===== src/rtl/addsub_pkg.sv =====
// Shared types and flag derivation for the pipelined adder/subtractor.
// The carry-out is folded with the operation so that SUB reports a borrow.
package addsub_pkg;

  typedef enum logic {
    OP_ADD = 1'b0,
    OP_SUB = 1'b1
  } op_e;

  typedef struct packed {
    logic cb;
    logic ovf;
  } flags_t;

  // c_msb is the carry into the result MSB; with a + ~b + 1 a clear carry-out means a borrow
  function automatic flags_t flag_calc(input logic c_out, input logic c_msb, input op_e op);
    flags_t f;
    f.cb  = c_out ^ op;
    f.ovf = c_msb ^ c_out;
    return f;
  endfunction

endpackage


===== src/rtl/addsub_pipe_chunk.sv =====
// One CHUNK-bit digit of the adder: a Kogge-Stone generate/propagate prefix,
// purely combinational, with optional inversion of b for subtraction.
module addsub_chunk #(
  parameter int CHUNK = 8
) (
  input  logic [CHUNK-1:0] a,
  input  logic [CHUNK-1:0] b,
  input  logic             cin,
  input  logic             invert_b,
  output logic [CHUNK-1:0] sum,
  output logic             cout,
  output logic             c_msb
);

  logic [CHUNK-1:0] bx;
  logic [CHUNK-1:0] g0;
  logic [CHUNK-1:0] p0;
  logic [CHUNK-1:0] gg;
  logic [CHUNK-1:0] pp;
  logic [CHUNK:0]   c;

  always_comb begin
    bx = invert_b ? ~b : b;
    g0 = a & bx;
    p0 = a ^ bx;
    gg = g0;
    pp = p0;
    // Descending i within a level reads only not-yet-updated lower entries
    for (int unsigned d = 1; d < CHUNK; d = d * 2) begin
      for (int unsigned i = CHUNK - 1; i >= d; i--) begin
        gg[i] = gg[i] | (pp[i] & gg[i-d]);
        pp[i] = pp[i] & pp[i-d];
      end
    end
    c[0] = cin;
    for (int unsigned i = 0; i < CHUNK; i++) begin
      c[i+1] = gg[i] | (pp[i] & cin);
    end
    sum   = p0 ^ c[CHUNK-1:0];
    cout  = c[CHUNK];
    c_msb = c[CHUNK-1];
  end

endmodule


===== src/rtl/addsub_pipe.sv =====
// Pipelined two's-complement adder/subtractor resolving one CHUNK-bit digit per
// stage, with skewed operands, a global stall and registered result flags.
module addsub_pipe
  import addsub_pkg::*;
#(
  parameter int WIDTH = 32,
  parameter int CHUNK = 8
) (
  input  logic             clk,
  input  logic             rst_n,
  input  logic             in_valid,
  output logic             in_ready,
  input  logic [WIDTH-1:0] in_a,
  input  logic [WIDTH-1:0] in_b,
  input  op_e              in_op,
  output logic             out_valid,
  input  logic             out_ready,
  output logic [WIDTH-1:0] out_res,
  output logic             out_cb,
  output logic             out_ovf,
  output logic             out_zero
);

  localparam int STAGES = WIDTH / CHUNK;
  localparam int LAST   = STAGES - 1;

  if ((CHUNK < 1) || (WIDTH % CHUNK != 0)) begin : g_bad_params
    $error("addsub_pipe: WIDTH must be a positive multiple of CHUNK");
  end

  // word_*: computed result digits below the current digit, raw a digits above it.
  // b_*: remaining raw b digits, right-aligned so the current digit sits at the LSBs.
  logic [WIDTH-1:0] word_d [STAGES];
  logic [WIDTH-1:0] word_n [STAGES];
  logic [WIDTH-1:0] word_q [STAGES];
  logic [WIDTH-1:0] b_d    [STAGES];
  logic [WIDTH-1:0] b_q    [STAGES];
  logic [CHUNK-1:0] sum    [STAGES];
  logic             c_d    [STAGES];
  logic             c_q    [STAGES];
  logic             cout   [STAGES];
  logic             cmsb   [STAGES];
  op_e              op_d   [STAGES];
  op_e              op_q   [STAGES];
  logic             v_d    [STAGES];
  logic             v_q    [STAGES];
  logic             stall;
  flags_t           flags;

  assign out_valid = v_q[LAST];
  assign out_res   = word_q[LAST];
  assign stall     = out_valid & ~out_ready;
  assign in_ready  = ~stall;

  always_comb begin
    word_d[0] = in_a;
    b_d[0]    = in_b;
    c_d[0]    = in_op;
    op_d[0]   = in_op;
    v_d[0]    = in_valid;
    for (int unsigned k = 1; k < STAGES; k++) begin
      word_d[k] = word_q[k-1];
      b_d[k]    = b_q[k-1];
      c_d[k]    = c_q[k-1];
      op_d[k]   = op_q[k-1];
      v_d[k]    = v_q[k-1];
    end
  end

  for (genvar k = 0; k < STAGES; k++) begin : g_digit
    addsub_chunk #(.CHUNK(CHUNK)) u_chunk (
      .a        (word_d[k][k*CHUNK +: CHUNK]),
      .b        (b_d[k][CHUNK-1:0]),
      .cin      (c_d[k]),
      .invert_b (op_d[k]),
      .sum      (sum[k]),
      .cout     (cout[k]),
      .c_msb    (cmsb[k])
    );
  end

  always_comb begin
    for (int unsigned k = 0; k < STAGES; k++) begin
      word_n[k] = word_d[k];
      word_n[k][k*CHUNK +: CHUNK] = sum[k];
    end
    flags = flag_calc(cout[LAST], cmsb[LAST], op_d[LAST]);
  end

  always_ff @(posedge clk) begin
    if (!rst_n) begin
      for (int unsigned k = 0; k < STAGES; k++) begin
        v_q[k]    <= 1'b0;
        word_q[k] <= '0;
      end
      out_cb   <= 1'b0;
      out_ovf  <= 1'b0;
      out_zero <= 1'b0;
    end else if (!stall) begin
      for (int unsigned k = 0; k < STAGES; k++) begin
        v_q[k]    <= v_d[k];
        word_q[k] <= word_n[k];
        b_q[k]    <= b_d[k] >> CHUNK;
        c_q[k]    <= cout[k];
        op_q[k]   <= op_d[k];
      end
      out_cb   <= flags.cb;
      out_ovf  <= flags.ovf;
      out_zero <= ~|word_n[LAST];
    end
  end

endmodule

===== config.mk =====
export PLATFORM = sky130hd
export DESIGN_NAME = addsub_pipe
export DESIGN_NICKNAME = d
export VERILOG_FILES = /design/src/rtl/addsub_pkg.sv /design/src/rtl/addsub_pipe_chunk.sv /design/src/rtl/addsub_pipe.sv
export SDC_FILE = /design/constraint.sdc
export NUM_CORES = 1
export LEC_CHECK = 0
export CAP_MARGIN = 20
export CORE_ASPECT_RATIO = 0.9
export CORE_MARGIN = 4
export CORE_UTILIZATION = 45
export DETAILED_ROUTE_END_ITERATION = 7
export PLACE_DENSITY = 0.79
export SETUP_SLACK_MARGIN = 0.05
export SLEW_MARGIN = 5
export SYNTH_ARGS = -nofsm -noshare
export SYNTH_HDL_FRONTEND = slang
export SYNTH_HIERARCHICAL = 1
export SYNTH_SLANG_ARGS = --single-unit

===== constraint.sdc =====
create_clock -name clk -period 6.6 [get_ports clk]
set_input_delay 1.32 -clock clk [delete_from_list [all_inputs] [get_ports clk]]
set_output_delay 1.32 -clock clk [all_outputs]
set_load 0.01 [all_outputs]

==> results.json <==
{
  "status": "finished clean",
  "antenna_found_initial": 0,
  "hold_class": "reg -> reg",
  "grt_overflow_total": 0,
  "pwr-share-clk": 0.358,
  "grt_usage": 0.143,
  "p_leak_nw": 4.44,
  "via_per_inst": 5.17,
  "place.gp.congestion": 0.926,
  "rr_startpoint": "v_q[0][3]",
  "cp_max_fo": 137,
  "cts-htree-levels": 4,
  "n_fill_cell": 1461,
  "io_pins": 106,
  "netlist_instances": 585,
  "fin_skew_ns": 0.0106,
  "setup_tns_ns": 0,
  "drive_gt1_frac": 0.0710,
  "end_kind": "flip-flop",
  "wl_per_cell_um": 15.8,
  "layout.nets": 783,
  "top_layer": "met4",
  "ctsResizeCount": 0,
  "r2r_end": "op_q[2]",
  "r2r_cells": 5,
  "grt_max_degree": 138,
  "ff_latch_area_mm2": 0.00565,
  "clock_latency_ns": 0.43,
  "hold_ws_ns": 0.410,
  "drtAntennaViolNets": 0,
  "pre_cts_ws_ns": 2.27,
  "crit_required_ns": 6.69,
  "synth_area_per_cell_um2": 14.6,
  "met3_length_um": 714,
  "n_antenna_cell": 0,
  "min_from": "b_q[0][18]",
  "grt_pass1_vias": 4940,
  "fp.dieH_um": 139,
  "area.growth.synth_to_final_pct": 20.4,
  "die_area_mm2": 0.0213,
  "multi_input_area_mm2": 0.00259,
  "period_needed_ns": 3.89,
  "critical_path_class": "in -> reg",
  "vdd_drop_max_mv": 0.180,
  "routed_wirelength_mm": 14.8,
  "rsz0062_at_grt": "false",
  "syn_area_mm2": 0.00855,
  "synthesis.nets": 690,
  "maxSlewHeadroom": 0.288,
  "fmax_mhz": 257,
  "cts_setup_buffers": 0,
  "sw_frac_of_total": 0.218,
  "coreArea_mm2": 0.0185,
  "cts_tree": "built",
  "setup_viol": 0,
  "root_buffer": "clkbuf_16",
  "cts.reportedPaths.clkPinSlew_ns": 0.06,
  "pwr-share-seq": 0.509,
  "cp.arrival_ns": 3.98,
  "io_buffers": 105,
  "fin_ws_ns": 2.71,
  "dp_hpwl_mm": 10.0,
  "tightestPinTransition_ns": 1.07,
  "combPwrFrac": 0.134,
  "powerDensity_mw_per_mm2": 282,
  "start_util": 0.462,
  "drtIter0Drc": 321,
  "num_vias": 4830,
  "power.switching_w": 0.000632,
  "fin_crit_sh": 0.589,
  "yosys_warnings": 6,
  "num_rows": 47,
  "cts-hold-fix-buffers": 0,
  "intPower_w": 0.00227,
  "drv_slew": 0,
  "final_core_util": 0.556,
  "r2r_slack_ns": 3.63,
  "finalHoldViolCount": 0,
  "worst_setup_path_start_kind": "primary input",
  "hold_end": "b_q[1][10]",
  "drc": 0,
  "met2WireLength_mm": 7.30,
  "cts_sinks": 189,
  "clockBufferDepth": 2,
  "wl_met1_mm": 6.59,
  "cts_buffers": 17,
  "drv_cap": 0,
  "die_x_um": 153,
  "first_pass_iters": 5,
  "grt_pass1_wl_mm": 24.2,
  "min_path_cells": 0
}
-- critical path, stage by stage --
cell	delay, ns
clkdlybuf4s50_1	0.50
nor2b_4	0.06
inv_2	0.05
buf_4	0.77
and2_2	0.70
buf_4	0.46
-- layout make-up --
type	instances	area share
clock buffer	20	0.0424
clock inverter	11	0.0163
inverter	21	0.00766
multi-input combinational	341	0.251
sequential	189	0.548
tap	245	0.0298
timing repair buffer	108	0.104
-- metrics by stage --
| stage | power, W | instance area [um^2] | cells |
|---|---|---|---|
| 2_1_floorplan | 0.00175 | 8550 | 585 |
| 3_3_place_gp | 0.00187 | 9690 | 904 |
| 3_5_place_dp | 0.00189 | 9690 | 904 |
| 4_1_cts | 0.00293 | 10300 | 935 |
| 5_1_grt | 0.00303 | 10300 | 935 |
| 6_report | 0.00290 | 10300 | 935 |
-- cell usage in the layout (no fill, tap or decap), drive strengths merged, types with 6 or more instances in the layout --
| cell type | instances |
|---|---|
| ha | 32 |
| edfxtp | 186 |
| clkbuf | 20 |
| and3 | 133 |
| inv | 22 |
| o21ai | 11 |
| xor2 | 39 |
| xnor2 | 19 |
| a21o | 6 |
| nand2 | 9 |
| a21oi | 19 |
| nor2 | 13 |
| nor4 | 8 |
| clkdlybuf4s50 | 104 |
| nand3 | 6 |
-- metal layers --
layer / vias to the layer above / GRT usage
met5: - / 0
met4: 0 / 0.0525
met3: 15 / 0.0465
met2: 124 / 0.227
met1: 2312 / 0.184
li1: 2379 / -
-- worst max-delay path by stage --
stage | to | startpoint | slack, ns | depth (start not counted)
floorplan | v_q[0][0] | rst_n | 1.56 | 3
global placement | b_q[2][2] | out_ready | 2.38 | 6
detailed placement | b_q[2][5] | out_ready | 2.27 | 6
CTS | b_q[0][16] | out_ready | 2.75 | 6
global route | b_q[0][12] | out_ready | 2.51 | 6
finish | op_q[2] | out_ready | 2.71 | 6
-- sequential cells by signal, summed over array words and instances (netlist names) --
signal    flops
op_q          3
out_cb        1
word_q      128
out_zero      1
b_q          48
v_q           4
out_ovf       1
c_q           3
-- power by group through the flow --
| stage | registers (W) | logic, W | clock network [W] |
|---|---|---|---|
| 5_1_grt | 0.00149 | 0.000430 | 0.00111 |
| 2_1_floorplan | 0.00150 | 0.000249 | 0 |
| 6_report | 0.00148 | 0.000388 | 0.00104 |
| 3_3_place_gp | 0.00150 | 0.000373 | 0 |
| 3_5_place_dp | 0.00150 | 0.000388 | 0 |
| 4_1_cts | 0.00148 | 0.000390 | 0.00106 |
Power figures use the tool's default switching activity.
